### src/rtl/param_fifo_if.sv
// rtl/param_fifo_if.sv - request/response bundle of the parameterised synchronous FIFO
interface param_fifo_if #(
   parameter int DATA_SIZE      = 8,
   parameter int ADDR_SPACE_EXP = 4
);
   logic                      write_to_fifo;
   logic                      read_from_fifo;
   logic [DATA_SIZE-1:0]      write_data_in;
   logic                      clear_errors;
   logic [DATA_SIZE-1:0]      read_data_out;
   logic [ADDR_SPACE_EXP:0]   count;
   logic                      empty;
   logic                      full;
   logic                      almost_empty;
   logic                      almost_full;
   logic                      overflow;
   logic                      underflow;

   // Producer/consumer side that issues requests and observes status
   modport master (
      output write_to_fifo, read_from_fifo, write_data_in, clear_errors,
      input  read_data_out, count, empty, full, almost_empty, almost_full,
             overflow, underflow
   );

   // FIFO side
   modport slave (
      input  write_to_fifo, read_from_fifo, write_data_in, clear_errors,
      output read_data_out, count, empty, full, almost_empty, almost_full,
             overflow, underflow
   );
endinterface

### src/rtl/param_fifo.sv
// rtl/param_fifo.sv - first-word-fall-through FIFO with occupancy flags and sticky error flags
module param_fifo #(
   parameter int DATA_SIZE        = 8,
   parameter int ADDR_SPACE_EXP   = 4,
   parameter int ALMOST_FULL_LVL  = 12,
   parameter int ALMOST_EMPTY_LVL = 2
) (
   input  logic       clk,
   input  logic       reset,
   param_fifo_if.slave bus
);
   localparam int DEPTH = 2 ** ADDR_SPACE_EXP;
   localparam int CNT_W = ADDR_SPACE_EXP + 1;

   localparam logic [CNT_W-1:0] DEPTH_C = CNT_W'(DEPTH);
   localparam logic [CNT_W-1:0] AF_C    = CNT_W'(ALMOST_FULL_LVL);
   localparam logic [CNT_W-1:0] AE_C    = CNT_W'(ALMOST_EMPTY_LVL);

   logic [DATA_SIZE-1:0]      mem_q [DEPTH];
   logic [ADDR_SPACE_EXP-1:0] wr_ptr_q, wr_ptr_d;
   logic [ADDR_SPACE_EXP-1:0] rd_ptr_q, rd_ptr_d;
   logic [CNT_W-1:0]          count_q, count_d;
   logic                      overflow_q, overflow_d;
   logic                      underflow_q, underflow_d;
   logic                      wr_accept;
   logic                      rd_accept;

   // Accept decisions and next-state; a full FIFO still takes a write when a read frees a slot in the same edge
   always_comb begin
      rd_accept   = bus.read_from_fifo && (count_q != '0);
      wr_accept   = bus.write_to_fifo && ((count_q != DEPTH_C) || bus.read_from_fifo);
      wr_ptr_d    = wr_ptr_q;
      rd_ptr_d    = rd_ptr_q;
      count_d     = count_q;
      if (wr_accept) begin
         wr_ptr_d = wr_ptr_q + 1'b1;
      end
      if (rd_accept) begin
         rd_ptr_d = rd_ptr_q + 1'b1;
      end
      case ({wr_accept, rd_accept})
         2'b10:   count_d = count_q + CNT_W'(1);
         2'b01:   count_d = count_q - CNT_W'(1);
         default: count_d = count_q;
      endcase
      // A fresh error outranks a clear arriving in the same cycle
      overflow_d  = (overflow_q && !bus.clear_errors) ||
                    (bus.write_to_fifo && !wr_accept);
      underflow_d = (underflow_q && !bus.clear_errors) ||
                    (bus.read_from_fifo && !rd_accept);
   end

   // Pointer, occupancy and error-flag registers; reset empties the queue immediately
   always_ff @(posedge clk or posedge reset) begin
      if (reset) begin
         wr_ptr_q    <= '0;
         rd_ptr_q    <= '0;
         count_q     <= '0;
         overflow_q  <= 1'b0;
         underflow_q <= 1'b0;
      end else begin
         wr_ptr_q    <= wr_ptr_d;
         rd_ptr_q    <= rd_ptr_d;
         count_q     <= count_d;
         overflow_q  <= overflow_d;
         underflow_q <= underflow_d;
      end
   end

   // Storage array; contents survive reset since the pointers alone define validity
   always_ff @(posedge clk) begin
      if (wr_accept) begin
         mem_q[wr_ptr_q] <= bus.write_data_in;
      end
   end

   assign bus.read_data_out = mem_q[rd_ptr_q];
   assign bus.count         = count_q;
   assign bus.empty         = (count_q == '0);
   assign bus.full          = (count_q == DEPTH_C);
   assign bus.almost_full   = (count_q >= AF_C);
   assign bus.almost_empty  = (count_q <= AE_C);
   assign bus.overflow      = overflow_q;
   assign bus.underflow     = underflow_q;
endmodule

### src/flat_wrapper.sv
// flat-port wrapper written by rule: the top's interface ports become plain ports
module param_fifo_flat 
#(
   parameter int DATA_SIZE        = 8,
   parameter int ADDR_SPACE_EXP   = 4,
   parameter int ALMOST_FULL_LVL  = 12,
   parameter int ALMOST_EMPTY_LVL = 2
)
  (clk, reset, bus_write_to_fifo, bus_read_from_fifo, bus_write_data_in, bus_clear_errors, bus_read_data_out, bus_count, bus_empty, bus_full, bus_almost_empty, bus_almost_full, bus_overflow, bus_underflow);
  param_fifo_if #(.DATA_SIZE(DATA_SIZE), .ADDR_SPACE_EXP(ADDR_SPACE_EXP)) bus_i ();
  input  logic clk;
  input  logic reset;
  input wire logic [$bits(bus_i.write_to_fifo)-1:0] bus_write_to_fifo;
  input wire logic [$bits(bus_i.read_from_fifo)-1:0] bus_read_from_fifo;
  input wire logic [$bits(bus_i.write_data_in)-1:0] bus_write_data_in;
  input wire logic [$bits(bus_i.clear_errors)-1:0] bus_clear_errors;
  output wire logic [$bits(bus_i.read_data_out)-1:0] bus_read_data_out;
  output wire logic [$bits(bus_i.count)-1:0] bus_count;
  output wire logic [$bits(bus_i.empty)-1:0] bus_empty;
  output wire logic [$bits(bus_i.full)-1:0] bus_full;
  output wire logic [$bits(bus_i.almost_empty)-1:0] bus_almost_empty;
  output wire logic [$bits(bus_i.almost_full)-1:0] bus_almost_full;
  output wire logic [$bits(bus_i.overflow)-1:0] bus_overflow;
  output wire logic [$bits(bus_i.underflow)-1:0] bus_underflow;
  assign bus_i.write_to_fifo = bus_write_to_fifo;
  assign bus_i.read_from_fifo = bus_read_from_fifo;
  assign bus_i.write_data_in = bus_write_data_in;
  assign bus_i.clear_errors = bus_clear_errors;
  assign bus_read_data_out = bus_i.read_data_out;
  assign bus_count = bus_i.count;
  assign bus_empty = bus_i.empty;
  assign bus_full = bus_i.full;
  assign bus_almost_empty = bus_i.almost_empty;
  assign bus_almost_full = bus_i.almost_full;
  assign bus_overflow = bus_i.overflow;
  assign bus_underflow = bus_i.underflow;
  param_fifo #(.DATA_SIZE(DATA_SIZE), .ADDR_SPACE_EXP(ADDR_SPACE_EXP), .ALMOST_FULL_LVL(ALMOST_FULL_LVL), .ALMOST_EMPTY_LVL(ALMOST_EMPTY_LVL)) u_core (.clk(clk), .reset(reset), .bus(bus_i));
endmodule
### config.mk
export PLATFORM = sky130hd
export DESIGN_NAME = param_fifo_flat
export DESIGN_NICKNAME = d
export VERILOG_FILES = /design/src/rtl/param_fifo_if.sv /design/src/rtl/param_fifo.sv /design/src/flat_wrapper.sv
export SDC_FILE = /design/constraint.sdc
export NUM_CORES = 1
export LEC_CHECK = 0
export CAP_MARGIN = 0
export CORE_MARGIN = 3
export CORE_UTILIZATION = 60
export CTS_CLUSTER_DIAMETER = 50
export DETAILED_ROUTE_END_ITERATION = 16
export PLACE_DENSITY_LB_ADDON = 0.3
export SYNTH_ARGS = -nofsm -noshare
export SYNTH_HDL_FRONTEND = slang
export SYNTH_SLANG_ARGS = --single-unit
### constraint.sdc
create_clock -name clk -period 4.3 [get_ports clk]
set_clock_uncertainty 0.15 [all_clocks]
set_input_delay 0.86 -clock clk [delete_from_list [all_inputs] [get_ports clk]]
set_output_delay 0.86 -clock clk [all_outputs]
set_load 0.02 [all_outputs]
==> flow_summary.yaml, run 1 <==
run_status:
  outcome: "finished clean"
finish:
  nets: 387
  diodes: 0
  syn2layout_area_growth_pct: 19.08
  n_fill_cell: 553
  drive_above_1_share_pct: 15.43
yosys:
  synth_top_area_cell: "edfxtp_1"
  netlist.area_leader.share_pct: 66.01
  synth.avg_cell_area_um2: 17.92
  synth_area_leaders: "edfxtp_1 (66%), dfrtp_1 (6.4%), mux4_2 (6.2%)"
  synthCells: 325
  ys_ff_latch: 143
  synth.most_common_cell: "edfxtp_1"
  ys.flop_type: "edfxtp_1"
  synthDistinctLibCells: 34
  synth_nets: 348
  seq_area_frac_synth_pct: 72.45
  async_flop_share_pct: 10.49
  ys_top_cells_by_count: "edfxtp_1 (128), mux2i_1 (33), and2_1 (17), a221oi_1 (16), mux4_2 (16)"
  synth_warnings: 0
  synthesis.area_um2: 5823
  synth_edf_count: 128
pwr:
  power_switching_uw: 1589
  combinationalPowerShare_pct: 31.7
  powerDensity_nw_per_um2: 741.3
  power.total_uw: 5140
  p_leak_uw: 0.002461
  vdd_drop_max_mv: 0.4530
  power.share.clock_pct: 32.5
  p_seq_share_pct: 35.8
  p_int_uw: 3551
  swShare_pct: 30.91
cts:
  cts_hold_buf: 0
  path_clk_slew_ps: 60
  cts_sinks: 143
  cts_made_buffers: 17
  cts_resized: 0
  cts_root_buf: "clkbuf_8"
  tritoncts: "done"
  cts_setup_buffers: 0
  h-tree-depth: 4
  cts_max_path_buffers: 2
  clk_latency_ps: 520
worst_setup_path:
  path_class: "reg -> out"
  cp_max_fo: 34
  reg2reg_to: "u_core.bus.count[4]"
  rr_startpoint: "u_core.bus.count[1]"
  cp_data_required_time_ps: 3290
  r2r.worst_path.cells: 9
  crit_path_start_kind: "flop"
  crit_arrival_ps: 3030
  cp-end-kind: "output pin"
  rrSetupSlack_ps: 1230
detailed_routing:
  wl_mm: 11.77
  drtIter0Drc: 250
  routed_via_density: 6.210
  first_pass_iters: 5
  via_count: 3136
  drt-wirelength-per-cell_um: 23.30
  ant_nets: 0
  drc: 0
sta:
  tightest_slew_ps: 673.4
  drv_slew: 0
  finalSetupTns_ps: 0
  period_share_pct: 94.06
  fmaxAchievable_mhz: 247.2
  rsz0062_at_grt: "no"
  max_slew_margin_pct: 54.96
  period_needed_ps: 4045
  final-hold-violation-count: 0
  setup_viol: 0
job:
  drv_cap: 0
place:
  gp_congestion: 0.7938
  port_buffers: 31
  dp_hpwl_mm: 7.291
min_path:
  hp-start: "u_core.bus.overflow"
  hp-class: "reg -> reg"
  hold_end: "u_core.bus.overflow"
  holdPathStages: 1
global_route:
  grt_util_all_layers_pct: 23.53
  overflow: 0
  grt_pass1_vias: 3184
  grt_pass1_wl_mm: 18.65
  antenna_found_initial: 0
  grt_max_degree: 35
floorplan:
  core_region_area_um2: 9328
  die_width_um: 104.5
  start_util_pct: 62.43
  io_pins: 32
  rows: 35
  die_h_um: 104.5
  die-area_um2: 10920
[power by group through the flow]
| stage | clock (uW) | combinational, uW | sequential, uW |
|---|---|---|---|
| floorplan | 0 | 1070 | 1840 |
| global placement | 0 | 1590 | 1850 |
| detailed placement | 0 | 1610 | 1860 |
| CTS | 1690 | 1640 | 1840 |
| global route | 1750 | 1760 | 1860 |
| finish | 1670 | 1630 | 1840 |
[metrics by stage]
step	util, %	worst slack, ps	hold slack (ps)	cells	instance area [um^2]
3_3_place_gp	67.10	919.7	330.5	474	6259
4_1_cts	74.34	287.9	352.0	505	6934
6_report	74.34	255.4	350.1	505	6934
2_1_floorplan	-	1396	350.1	325	5823
5_1_grt	74.34	24.64	375.5	505	6934
3_5_place_dp	67.10	840.5	338.0	474	6259
[critical path: stages (launching register included)]
cell and delay [ps]:
dfrtp_2 350, buf_4 480, mux2i_1 190, a221oi_1 530
a22oi_1 210, nand2_1 120, clkdlybuf4s50_1 610
[area by class of cell]
type / instances / area (um^2) / share of cell area (%)
tap: 129 / 161.4 / 2.328
clock inverter: 14 / 261.5 / 3.771
sequential: 143 / 4220 / 60.86
multi-input combinational: 159 / 1506 / 21.72
clock buffer: 17 / 414.1 / 5.973
timing repair buffer: 35 / 340.3 / 4.908
inverter: 8 / 30.03 / 0.4331
[logic make-up (layout without fill, tap and decap cells)]
logic type               after synthesis  after routing  share of synthesized area [%]
flip-flops                           143            143                          72.45
multiplexers                          51             51                          12.25
AO/OA/AOI/OAI                         44             44                          5.716
AND/OR/NAND/NOR                       44             44                          4.125
buffers and inverters                 23             74                          1.676
adder cells (fa/ha/maj)               10             10                          2.278
XOR/XNOR                              10             10                          1.504
[layout by cell type (no fill, tap or decap), types with 11 or more instances in the layout]
cell,netlist,routed
and2_1,17,17
clkbuf_16,0,16
clkdlybuf4s50_1,0,31
a221oi_1,16,16
mux2i_1,33,33
nand2_1,15,15
dfrtp_1,15,14
mux4_2,16,16
o21ai_0,11,11
edfxtp_1,128,128
[flip-flops by register name (all words and copies together) (netlist names)]
| name | cells |
|---|---|
| u_core.mem_q | 128 |
| u_core.bus.count | 5 |
| u_core.rd_ptr_q | 4 |
| u_core.wr_ptr_q | 4 |
| u_core.bus.overflow | 1 |
| u_core.bus.underflow | 1 |
[worst max-delay path by stage]
| stage | from | to | slack (ps) | cells past startpoint |
|---|---|---|---|---|
| after floorplan | u_core.bus.count[1] | u_core.bus.count[4] | 1400 | 9 |
| after global placement | bus_read_from_fifo | u_core.bus.count[4] | 920 | 9 |
| after detailed placement | bus_read_from_fifo | u_core.bus.count[4] | 840 | 9 |
| after CTS | u_core.rd_ptr_q[0] | bus_read_data_out[6] | 290 | 6 |
| after global routing | u_core.rd_ptr_q[0] | bus_read_data_out[6] | 20 | 6 |
| final | u_core.rd_ptr_q[0] | bus_read_data_out[6] | 260 | 6 |
[routing by layer]
metal / global-route usage [%] / routed length, um
met1: 32.01 / 4550
met2: 35.38 / 5751
met3: 6.766 / 1159
met4: 11.21 / 304
met5: 0 / 0
Power figures use the tool's default switching activity.
==> inputs of run 2 (changes only) <==
PLACE_DENSITY_LB_ADDON = 0.08   (was 0.3)
==> flow_summary.yaml, run 2 (synthesized netlist as in run 1, its figures left out) <==
worst_setup_path:
  max_stage_delay_ps: 740
  cp_top_family: "buffers and inverters"
  cp_slowest_cell: "dfrtp_2"
  cp_data_required_time_ps: 3290
  crit_buf_inv: 2
  crit_arrival_ps: 2990
  cp-end-kind: "output pin"
  crit_path_start_kind: "flop"
  cp_max_fo: 17
  path_class: "reg -> out"
  crit_chain: "buf_4 -> mux2i_1 -> a221oi_1 -> o21ai_0 -> nand2_1 -> clkdlybuf4s50_1"
floorplan:
  rows: 35
  io_pins: 32
  die_width_um: 104.5
  die_h_um: 104.5
  die-area_um2: 10920
  start_util_pct: 62.43
  core_region_area_um2: 9328
finish:
  drive_above_1_share_pct: 15.34
  largest_reg_flops: 128
  diodes: 0
  most-common-layout-cells: "edfxtp_1 (128), mux2i_1 (33), clkdlybuf4s50_1 (31)"
  fin_cells: 507
  nets: 388
  syn2layout_area_growth_pct: 18.31
  final_common_cell: "edfxtp_1"
  regMostFlops: "u_core.mem_q"
cts:
  h-tree-depth: 4
  cts_made_buffers: 17
  cts_root_buf: "clkbuf_8"
  cts_max_path_buffers: 2
  cts_setup_buffers: 0
  tritoncts: "done"
  cts_hold_buf: 0
  clk_latency_ps: 520
  cts_sinks: 143
  path_clk_slew_ps: 60
  cts_resized: 0
global_route:
  grt_pass1_wl_mm: 17.77
  antenna_found_initial: 0
  grt_max_degree: 22
  overflow: 0
  grt_util_all_layers_pct: 22.03
  grt_pass1_vias: 3183
place:
  port_buffers: 31
  dp_hpwl_mm: 7.248
  gp_congestion: 0.8116
  dp.cells: 475
sta:
  rsz0062_at_grt: "no"
  tightest_slew_ps: 657.4
  period_needed_ps: 4002
  max_slew_margin_pct: 56.17
  setup_viol: 0
  period_share_pct: 93.06
  final-hold-violation-count: 0
  fmaxAchievable_mhz: 249.9
  drv_slew: 0
  finalSetupTns_ps: 0
pwr:
  power_switching_uw: 1559
  combinationalPowerShare_pct: 31.7
  p_leak_uw: 0.002438
  p_seq_share_pct: 38.2
  vdd_drop_max_mv: 0.4111
  power.total_uw: 4953
  power.share.clock_pct: 30.1
  swShare_pct: 31.48
  powerDensity_nw_per_um2: 719.0
  p_int_uw: 3394
detailed_routing:
  ant_nets: 0
  routed_via_density: 5.854
  drt-wirelength-per-cell_um: 21.61
  via_count: 2968
  first_pass_iters: 5
  drc: 0
  drtIter0Drc: 211
  wl_mm: 10.95
run_status:
  outcome: "finished clean"
min_path:
  hp-class: "reg -> reg"
job:
  drv_cap: 0
run 2: final timing paths:
| check | startpoint | end | slack, ps | depth (start not counted) |
|---|---|---|---|---|
| worst max-delay path | u_core.rd_ptr_q[0] | bus_read_data_out[0] | 300 | 6 |
| worst max register to register | u_core.bus.count[1] | u_core.bus.count[4] | 1250 | 9 |
| min in group asynchronous | reset | u_core.bus.underflow | 600 | 2 |
| worst min register to register | u_core.bus.overflow | u_core.bus.overflow | 360 | 1 |
| worst min-delay path | u_core.bus.overflow | u_core.bus.overflow | 360 | 1 |
| max in group asynchronous | reset | u_core.rd_ptr_q[0] | 2940 | 2 |
run 2: worst register-to-register path: stages, from the launching register on:
cell     delay, ps
dfrtp_1        460
or4_4          590
o31a_4         330
inv_2           90
ha_1           280
ha_1           320
a21o_1         200
a21oi_1        180
mux2i_1        260
xnor2_1        140
run 2: power by group through the flow:
stage,logic (uW),registers (uW),clock network (uW)
2_1_floorplan,1070,1840,0
3_3_place_gp,1540,1910,0
5_1_grt,1700,1920,1580
3_5_place_dp,1570,1920,0
6_report,1570,1890,1490
4_1_cts,1590,1890,1510
run 2: per-layer routing:
metal  share of wire [%]  global-route usage (%)  vias to the layer above
li1                    -                       -                     1376
met1                  44                   30.04                     1507
met2                  50                   34.82                       79
met3                 4.8                   6.207                        6
met4                0.78                   7.028                        0
met5                   0                       0                        -
run 2: through the flow:
stage	area [um^2]	util (%)	setup WS, ps	hold WS, ps
final	6889	73.86	298.5	355.7
after global routing	6889	73.86	115.7	388.8
after CTS	6889	73.86	306.8	358.3
after detailed placement	6279	67.31	860.2	344.4
after global placement	6279	67.31	891.5	330.4
after floorplan	5823	-	1396	350.1
run 2: final cells by class:
type | instances | area (um^2)
sequential | 143 | 4220
multi-input combinational | 159 | 1506
timing repair buffer | 36 | 360.3
fill | 563 | 2439
tap | 129 | 161.4
clock inverter | 13 | 188.9
inverter | 8 | 30.03
clock buffer | 19 | 421.7
==> inputs of run 3 (changes only) <==
CORE_UTILIZATION = 53   (was 60)
clock period = 3.4 ns   (was 4.3 ns; I/O delays follow)
==> flow_summary.yaml, run 3 (synthesized netlist as in run 1, its figures left out) <==
run_status:
  outcome: "finished clean"
pwr:
  p_leak_uw: 0.002497
  vdd_drop_max_mv: 0.5379
  p_int_uw: 4227
  p_seq_share_pct: 36.7
  power.total_uw: 6266
  power_switching_uw: 2039
  power.share.clock_pct: 28.9
  combinationalPowerShare_pct: 34.4
  powerDensity_nw_per_um2: 899.8
  swShare_pct: 32.54
floorplan:
  start_util_pct: 55.41
  die_width_um: 110.8
  rows: 37
  die-area_um2: 12280
  io_pins: 32
  core_region_area_um2: 10510
  die_h_um: 110.8
cts:
  path_clk_slew_ps: 60
  cts_sinks: 143
  clk_latency_ps: 510
  tritoncts: "done"
  cts_made_buffers: 17
  cts_setup_buffers: 0
  cts_root_buf: "clkbuf_8"
  cts_max_path_buffers: 2
  h-tree-depth: 4
  cts_hold_buf: 0
global_route:
  grt_max_degree: 29
  grt_pass1_wl_mm: 17.64
  overflow: 0
  grt_pass1_vias: 3108
  antenna_found_initial: 0
  grt_util_all_layers_pct: 19.22
detailed_routing:
  via_count: 3016
  routed_via_density: 5.834
  ant_nets: 0
  drc: 0
  first_pass_iters: 5
  drtIter0Drc: 184
  drt-wirelength-per-cell_um: 21.54
  wl_mm: 11.14
sta:
  period_share_pct: 95.76
  tightest_slew_ps: 609.2
  final-hold-violation-count: 0
  rsz0062_at_grt: "no"
  drv_slew: 0
  setup_viol: 0
  fmaxAchievable_mhz: 307.1
  max_slew_margin_pct: 59.26
  whs_ps: 358.0
  period_needed_ps: 3256
  setup_ws_ps: 144.1
finish:
  nets: 391
  final_util_pct: 66.27
  drive_above_1_share_pct: 18.37
  fin_cells: 517
  final_common_cell: "edfxtp_1"
  syn2layout_area_growth_pct: 19.60
  largest_reg_flops: 128
  diodes: 0
  most-common-layout-cells: "edfxtp_1 (128), mux2i_1 (33), clkdlybuf4s50_1 (23)"
  regMostFlops: "u_core.mem_q"
worst_setup_path:
  cp-end-kind: "output pin"
  cp_data_required_time_ps: 2570
  cp_max_fo: 12
  path_class: "reg -> out"
  crit_path_start_kind: "flop"
  crit_arrival_ps: 2430
place:
  dp.cells: 485
  gp_congestion: 0.7775
  dp_hpwl_mm: 7.341
  port_buffers: 31
  place_ws_ps: 173.5
job:
  drv_cap: 0
min_path:
  hp-class: "reg -> reg"
==> run 3: cell types whose count changed in the layout (fill, tap and decap cells not counted), moves of 2 or more <==
cell / delta
clkinv_4: -3
a221oi_1: -9
inv_6: +2
buf_4: +2
dlygate4sd2_1: +6
dlymetal6s2s_1: +2
a221oi_2: +9
clkdlybuf4s50_1: -8
clkinv_1: +2
==> run 3: timing repair <==
item,in CTS,in global routing
pin swaps,0,0
endpoints found under the setup margin,8,2
gates cloned,0,0
resized for setup,15,4
==> run 3: per-stage QoR <==
stage / instance area [um^2] / setup TNS (ps)
CTS: 6948 / -125.5
floorplan: 5823 / 0
global route: 6964 / 0
detailed placement: 6322 / 0
global placement: 6322 / 0
finish: 6964 / 0
==> run 3: routing by layer <==
layer / share of wire (%) / track usage (%)
met1: 45 / 27.03
met2: 49 / 29.98
met3: 4.8 / 4.858
met4: 1.2 / 5.747
met5: 0 / 0
==> run 3: worst paths after layout <==
check / startpoint / end / slack [ps] / depth (start not counted)
setup / recovery: u_core.rd_ptr_q[2] / bus_read_data_out[4] / 140 / 7
hold / removal: u_core.bus.overflow / u_core.bus.overflow / 360 / 1
setup reg to reg: u_core.bus.count[1] / u_core.bus.count[4] / 340 / 8
hold reg to reg: u_core.bus.overflow / u_core.bus.overflow / 360 / 1
max in group asynchronous: reset / u_core.rd_ptr_q[0] / 2300 / 2
min in group asynchronous: reset / u_core.rd_ptr_q[3] / 380 / 2
==> run 3: layout make-up <==
cell class / instances / area [um^2]
Sequential cell: 143 / 4220
Fill cell: 722 / 3545
Multi-Input combinational cell: 159 / 1570
Clock buffer: 18 / 417.9
Timing Repair Buffer: 39 / 392.9
Tap cell: 136 / 170.2
Clock inverter: 14 / 162.7
Inverter: 8 / 30.03
==> run 3: power by group through the flow <==
stage	clock network, uW	logic [uW]	registers [uW]
final	1810	2160	2300
after global routing	1910	2330	2330
after CTS	1830	2170	2300
after detailed placement	0	2160	2330
after global placement	0	2140	2320
after floorplan	0	1360	2330
==> run 3: critical path, stage by stage (launching register included) <==
cell	delay, ps
dfrtp_1	390
buf_4	190
and2_1	190
buf_4	200
a221oi_1	360
o21ai_0	150
nand2_1	90
dlygate4sd2_1	340
